File: src/rtl/sar_pkg.sv
// Shared types and helpers for the successive-approximation search controller.
package sar_pkg;

    // Widest probe the offset helpers can handle.
    localparam int unsigned SarMaxW = 64;

    typedef enum logic [1:0] {
        S_IDLE  = 2'd0,
        S_PROBE = 2'd1,
        S_DONE  = 2'd2
    } sar_state_e;

    // Two's complement -> offset-binary for a w-bit value (flip the sign bit).
    function automatic logic [SarMaxW-1:0] to_offset(input logic [SarMaxW-1:0] v,
                                                     input int unsigned w);
        return v ^ (SarMaxW'(1) << (w - 1));
    endfunction

    // Offset-binary -> two's complement for a w-bit value (flip the sign bit).
    function automatic logic [SarMaxW-1:0] from_offset(input logic [SarMaxW-1:0] v,
                                                       input int unsigned w);
        return v ^ (SarMaxW'(1) << (w - 1));
    endfunction

endpackage

File: src/rtl/sar_search.sv
// Successive-approximation search controller: recovers a signed N-bit target that is
// only observable through a "probe > target" comparator.
// Optional build macro SAR_EARLY_EXIT_EN adds a probe_eq input that ends the search
// as soon as the responder reports an exact match.
// N must be in 2..64.
module sar_search
    import sar_pkg::*;
#(
    parameter int unsigned N = 32
) (
    input  logic                clk,
    input  logic                rst_n,
    input  logic                start,
    output logic                busy,
    output logic                done,
    output logic signed [N-1:0] probe,
    output logic                probe_valid,
    input  logic                resp_valid,
    input  logic                probe_gt,
`ifdef SAR_EARLY_EXIT_EN
    input  logic                probe_eq,
`endif
    output logic signed [N-1:0] result
);

    localparam int unsigned    IdxW   = (N > 1) ? $clog2(N) : 1;
    localparam logic [IdxW-1:0] IdxTop = IdxW'(N - 1);

    sar_state_e      state_q;
    logic [N-1:0]    acc_q;     // offset-binary bits decided so far
    logic [IdxW-1:0] idx_q;     // bit currently under trial
    logic [N-1:0]    trial;
    logic [N-1:0]    acc_next;

    // Trial value and the accumulator update implied by the comparator bit.
    always_comb begin
        trial    = acc_q | (N'(1) << idx_q);
        acc_next = probe_gt ? acc_q : trial;
    end

    // Probe is the trial mapped back to two's complement; quiet outside PROBE.
    always_comb begin
        probe = '0;
        if (state_q == S_PROBE) begin
            probe = N'(from_offset(SarMaxW'(trial), N));
        end
    end

    // Control FSM with registered status outputs.
    always_ff @(posedge clk or negedge rst_n) begin
        if (!rst_n) begin
            state_q     <= S_IDLE;
            acc_q       <= '0;
            idx_q       <= IdxTop;
            busy        <= 1'b0;
            done        <= 1'b0;
            probe_valid <= 1'b0;
            result      <= '0;
        end else begin
            case (state_q)
                S_IDLE: begin
                    if (start) begin
                        state_q     <= S_PROBE;
                        acc_q       <= '0;
                        idx_q       <= IdxTop;
                        busy        <= 1'b1;
                        probe_valid <= 1'b1;
                    end
                end
                S_PROBE: begin
                    if (resp_valid) begin
`ifdef SAR_EARLY_EXIT_EN
                        // Exact match wins over the ordering bit.
                        if (probe_eq) begin
                            acc_q       <= trial;
                            result      <= probe;
                            state_q     <= S_DONE;
                            done        <= 1'b1;
                            probe_valid <= 1'b0;
                        end else
`endif
                        begin
                            acc_q <= acc_next;
                            if (idx_q == '0) begin
                                result      <= N'(from_offset(SarMaxW'(acc_next), N));
                                state_q     <= S_DONE;
                                done        <= 1'b1;
                                probe_valid <= 1'b0;
                            end else begin
                                idx_q <= idx_q - IdxW'(1);
                            end
                        end
                    end
                end
                S_DONE: begin
                    // start is deliberately not sampled here.
                    state_q <= S_IDLE;
                    done    <= 1'b0;
                    busy    <= 1'b0;
                end
                default: begin
                    state_q     <= S_IDLE;
                    busy        <= 1'b0;
                    done        <= 1'b0;
                    probe_valid <= 1'b0;
                end
            endcase
        end
    end

endmodule

File: config.mk
export PLATFORM = sky130hd
export DESIGN_NAME = sar_search
export DESIGN_NICKNAME = d
export VERILOG_FILES = /design/src/rtl/sar_pkg.sv /design/src/rtl/sar_search.sv
export SDC_FILE = /design/constraint.sdc
export NUM_CORES = 1
export LEC_CHECK = 0
export ABC_AREA = 1
export BUFFER_PORTS_ARGS = -buffer_cell sky130_fd_sc_hd__buf_2
export CAP_MARGIN = 10
export CORE_ASPECT_RATIO = 0.8
export CORE_MARGIN = 3
export CORE_UTILIZATION = 60
export DETAILED_ROUTE_END_ITERATION = 7
export PLACE_DENSITY = 0.85
export SYNTH_ARGS = -nofsm -noshare
export SYNTH_HDL_FRONTEND = slang
export SYNTH_SLANG_ARGS = --single-unit
File: constraint.sdc
create_clock -name clk -period 4.2 [get_ports clk]
set_input_delay 0.21 -clock clk [delete_from_list [all_inputs] [get_ports clk]]
set_output_delay 0.21 -clock clk [all_outputs]
set_load 0.05 [all_outputs]
# Word-level counts from Yosys, hierarchy flattened

Index checks and enable logic that the tools add are counted.
W data, S select, Z words.

Add/subtract/negate cells: 1
Equal/unequal tests: 6
Shift operators: 1
Muxes and demuxes: 21
Bitwise operators: 6
Reduce and logical (&&, ||, !) cells: 10

Operators with widths:

| operator               | count |
|---|---|
| $mux W32               | 4 |
| $pmux W32 S2           | 1 |
| $or A32 B32 Y32        | 1 |
| $shl A1 B5 Y32 const A | 1 |
| $mux W5                | 3 |
| $reduce_and A3 Y1      | 4 |
| $pmux W5 S2            | 1 |
| $reduce_and A4 Y1      | 2 |
| $mux W2                | 3 |
| $ne A2 B2 Y1 const B   | 3 |
| $logic_not A5 Y1       | 1 |
| $mux W1                | 5 |
| $not A1 Y1             | 5 |
| $sub A5 B1 Y5 const B  | 1 |
| $pmux W1 S2            | 2 |
| $pmux W2 S2            | 1 |
| $pmux W1 S3            | 1 |
| $eq A2 B1 Y1 const B   | 1 |
| $eq A2 B2 Y1 const B   | 1 |
| $logic_not A2 Y1       | 1 |
| $ne A2 B1 Y1 const B   | 1 |
| $reduce_and A2 Y1      | 1 |
| $reduce_bool A2 Y1     | 1 |

Register bits after elaboration: 74
Input port bits: 5
Word-level logic and storage cells: 52

# Depth between registers and ports, before layout

Depth in word-level cells: 5
Gate-level depth with buffers: 8
Gate-level depth less buffers: 8

# Worst setup path after synthesis

OpenSTA, ideal clock, no wires.

Path type: flip-flop to output port
Start point: reg idx_q[0]
End point: out probe[4]
Data arrival time: 1929 ps
Path slack: 2061 ps
Cell stages (with the launch flop): 8
Buffers on the path: 0
Path through: dfstp_2 -> inv_1 -> ha_1 -> ha_1 -> nand2_1 -> o21ai_0 -> inv_1 -> nor2_1

Word-level cells in the longest chain between the ends: 3

Ends and longest elaborated chain:

| item                   | RTL line         | text |
|---|---|---|
| from (decl)            | sar_search.sv:31 | `logic [IdxW-1:0] idx_q;` |
| from (signal assigned) | sar_search.sv:54 | `idx_q <= IdxTop;` |
| from (signal assigned) | sar_search.sv:65 | `idx_q <= IdxTop;` |
| from (signal assigned) | sar_search.sv:90 | `idx_q <= idx_q - IdxW'(1);` |
| $shl A1 B5 Y32         | sar_search.sv:37 | `trial = acc_q \| (N'(1) << idx_q);` |
| $or A32 B32 Y32        | sar_search.sv:37 |  |
| $mux W32               | sar_search.sv:44 | `if (state_q == S_PROBE) begin` |
| to (decl)              | sar_search.sv:16 | `output logic signed [N-1:0] probe,` |

No other way between the ends.

# Worst setup path after layout

Start point: reg idx_q[4]
End point: out probe[16]

Same word-level chain as after synthesis.

==> metrics.md <==
| Metric | Value |
|---|---|
| GRT Residual Overflow | 0 |
| Vias in the first global route | ~3600 |
| Final HPWL DP | 6.35 mm |
| Ports | 72 |
| Clock slew at reported path FFs | roughly 0.080 ns |
| WP data arrival | between 2 and 2.5 ns |
| Outcome | complete, no violations |
| Core Area | 6070 µm² |
| Die H | 77.7 µm |
| Final-report hold violation count | 0 |
| WL per Instance | 14.9 µm |
| Die Wd | 95.6 µm |
| Vias | 3531 |
| Max Slew Vio Count | 0 |
| Slew @ Worst Pin | around 1.1 ns |
| Detail Route Antenna Nets | 0 |
| Post-CTS Setup Bufs | 0 |
| First-pass GRT wire length | about 17 mm |
| Worst path bufs/invs | 3 |
| Count of mapped cells out of synthesis | 497 |
| Clock skew | between 0.008 and 0.009 ns |
| Cell taking the most area after synthesis | dfrtp_1 |
| Largest net degree at the start of global routing | between 50 and 60 |
| Max_slew headroom | 0.245 |
| Setup CP Type | reg -> out |
| DR pass1 iterations | 5 |
| Cell repeated most along the worst path | inv_1 |
| Cell area after synthesis | around 3900 µm² |
| Max cap viols | 0 |
| Number of H-tree levels | 3 |
| Fmax | between 300 and 400 MHz |
| CP startpoint kind | flip-flop |
| Worst path max stage delay | roughly 0.83 ns |
| Hold buffers post-CTS | 0 |
| Site Rows | 25 |
| Vias/cell | between 5 and 6 |
| Commonest cells after routing, fill and taps aside | nand2_1, buf_2, dfrtp_1 |
| Die area | around 7400 µm² |
| Fin Hold WS | just over 0.06 ns |
| Cell variety after synth | 29 |
| Total GRT Usage | 0.287 |
| CTS Root Cell | clkbuf_8 |
| Routed wire length | about 9.6 mm |
| Pwr dens | 849 nW/µm² |
| Max Root-Sink Buffers | 2 |
| P&R area growth vs syn | 13.3% |
| #FFs+latches synth | 74 |
| Worst-Skew Late Latency | around 0.35 ns |
| Final setup fails | 0 |
| Drt drc | 0 |
| CTS tree | done |
| N_diodes | 0 |
| Syn nets | 508 |
| Critical Path RT | approximately 4 ns |
| Total CTS buffers | 9 |
| Peak VDD IR | approximately 0.53 mV |
| Fin crit period | roughly 2.5 ns |
| Setup TNS | 0 ns |
| Initial core utilization | 0.635 |
| Clock Sinks | 74 |
| Hold WC Path Type | in -> async |
| Initial antenna violation count | 0 |
| Critical path cell sequence | inv_1, o21ai_0, inv_1, nor2_1, buf_2 |
| Placer Congestion | a little under 0.9 |
| Synth area leaders | dfrtp_1, nand2_1, o21ai_0 |
| Leakage | between 2 and 2.5 nW |
| Element type at the critical path end | primary output |
| Commonest non-fill, non-tap cell in the layout | nand2_1 |
| Share of layout cells above drive strength 1 | 0.194 |
| Crit path max fanout | 25 |
| Cts repair resizes | 0 |
| Final core utilization | 0.719 |
| DR iter-0 viols | 287 |
| Final Net Count | between 500 and 600 |
| CP max stage cell | dfstp_2 |
| Mean Syn Cell Area | 7.75 µm² |
| Synth warn | 0 |
| Final period util | 0.607 |
| RSZ-0062 raised after global routing | false |
| Sequential area share after synthesis | 0.482 |
| Area share of the largest cell type after synthesis | 0.448 |
| Port bufs | 71 |
| CP delay by family, top | flip-flops |
## registers in the layout, summed over array words and instances, names as in the netlist
signal,count
acc_q,32
done,1
idx_q,5
result,32
probe_valid,1
state_q,2
busy,1
## final timing paths
check                           start         end  slack [ns]  depth (start not counted)
setup / recovery             idx_q[4]   probe[16]        1.65                          5
hold / removal                  rst_n   result[2]        0.06                          1
setup reg to reg           state_q[1]   acc_q[31]        1.88                          5
hold reg to reg            result[16]  result[16]        0.48                          2
max in group asynchronous       rst_n   result[7]        3.19                          2
min in group clk           resp_valid   acc_q[12]        0.28                          3
## area by class of cell
| type | count | area, µm² |
|---|---|---|
| clock buffer | 12 | 155 |
| clock inverter | 4 | 48.8 |
| fill | 479 | 1700 |
| inverter | 61 | 231 |
| multi-input combinational | 339 | 1610 |
| sequential | 74 | 1860 |
| tap | 81 | 101 |
| timing repair buffer | 72 | 363 |
## synthesized netlist by cell type (all sizes together)
| cell type | number |
|---|---|
| nand2 | 140 |
| dfrtp | 69 |
| inv | 61 |
| o21ai | 57 |
| nor2 | 54 |
| nand3 | 43 |
| a21oi | 22 |
| buf | 18 |
| and2 | 8 |
| ha | 6 |
| clkbuf | 5 |
| dfstp | 5 |
| nand4 | 5 |
| o22ai | 2 |
| nor2b | 1 |
| or2 | 1 |
## per-stage QoR
| stage | setup WS, ns | instance area, µm² | power, mW | cells |
|---|---|---|---|---|
| global route | 1.50 | 4360 | 3.94 | 643 |
| finish | 1.65 | 4360 | 3.70 | 643 |
| global placement | 2.10 | 4160 | 3.05 | 627 |
| CTS | 1.69 | 4360 | 3.69 | 643 |
| detailed placement | 2.00 | 4160 | 3.11 | 627 |
| floorplan | 2.06 | 3850 | 2.67 | 497 |
## cells by family after synthesis
group,after synthesis,synth area share
and+or+nand+nor,252,0.285
buffers and inverters,84,0.100
AOI/OAI and AO/OA,81,0.113
DFF,74,0.482
adders and majority gates,6,0.0195
## worst reg2reg max path, cell delays in order, from the launching register on
cell	delay, ns
dfrtp_1	0.45
inv_1	0.11
nand2_2	0.32
nor2_2	0.99
o21ai_0	0.24
nor2_1	0.14
## metal layers
layer / wire length [µm] / vias up / global-route usage
li1: - / 1688 / -
met4: 89 / 0 / 0.0838
met5: 0 / - / 0
met3: 790 / 14 / 0.0911
met1: 4040 / 1664 / 0.361
met2: 4670 / 165 / 0.472
## report_power, final
| group | leakage [nW] | internal, mW | switching (mW) | total (mW) |
|---|---|---|---|---|
| logic | 1.31 | 0.435 | 1.57 | 2.00 |
| clock network | 0.107 | 0.307 | 0.265 | 0.573 |
| registers | 0.986 | 0.933 | 0.197 | 1.13 |
| total | 2.40 | 1.68 | 2.03 | 3.70 |
Power figures use the tool's default switching activity.
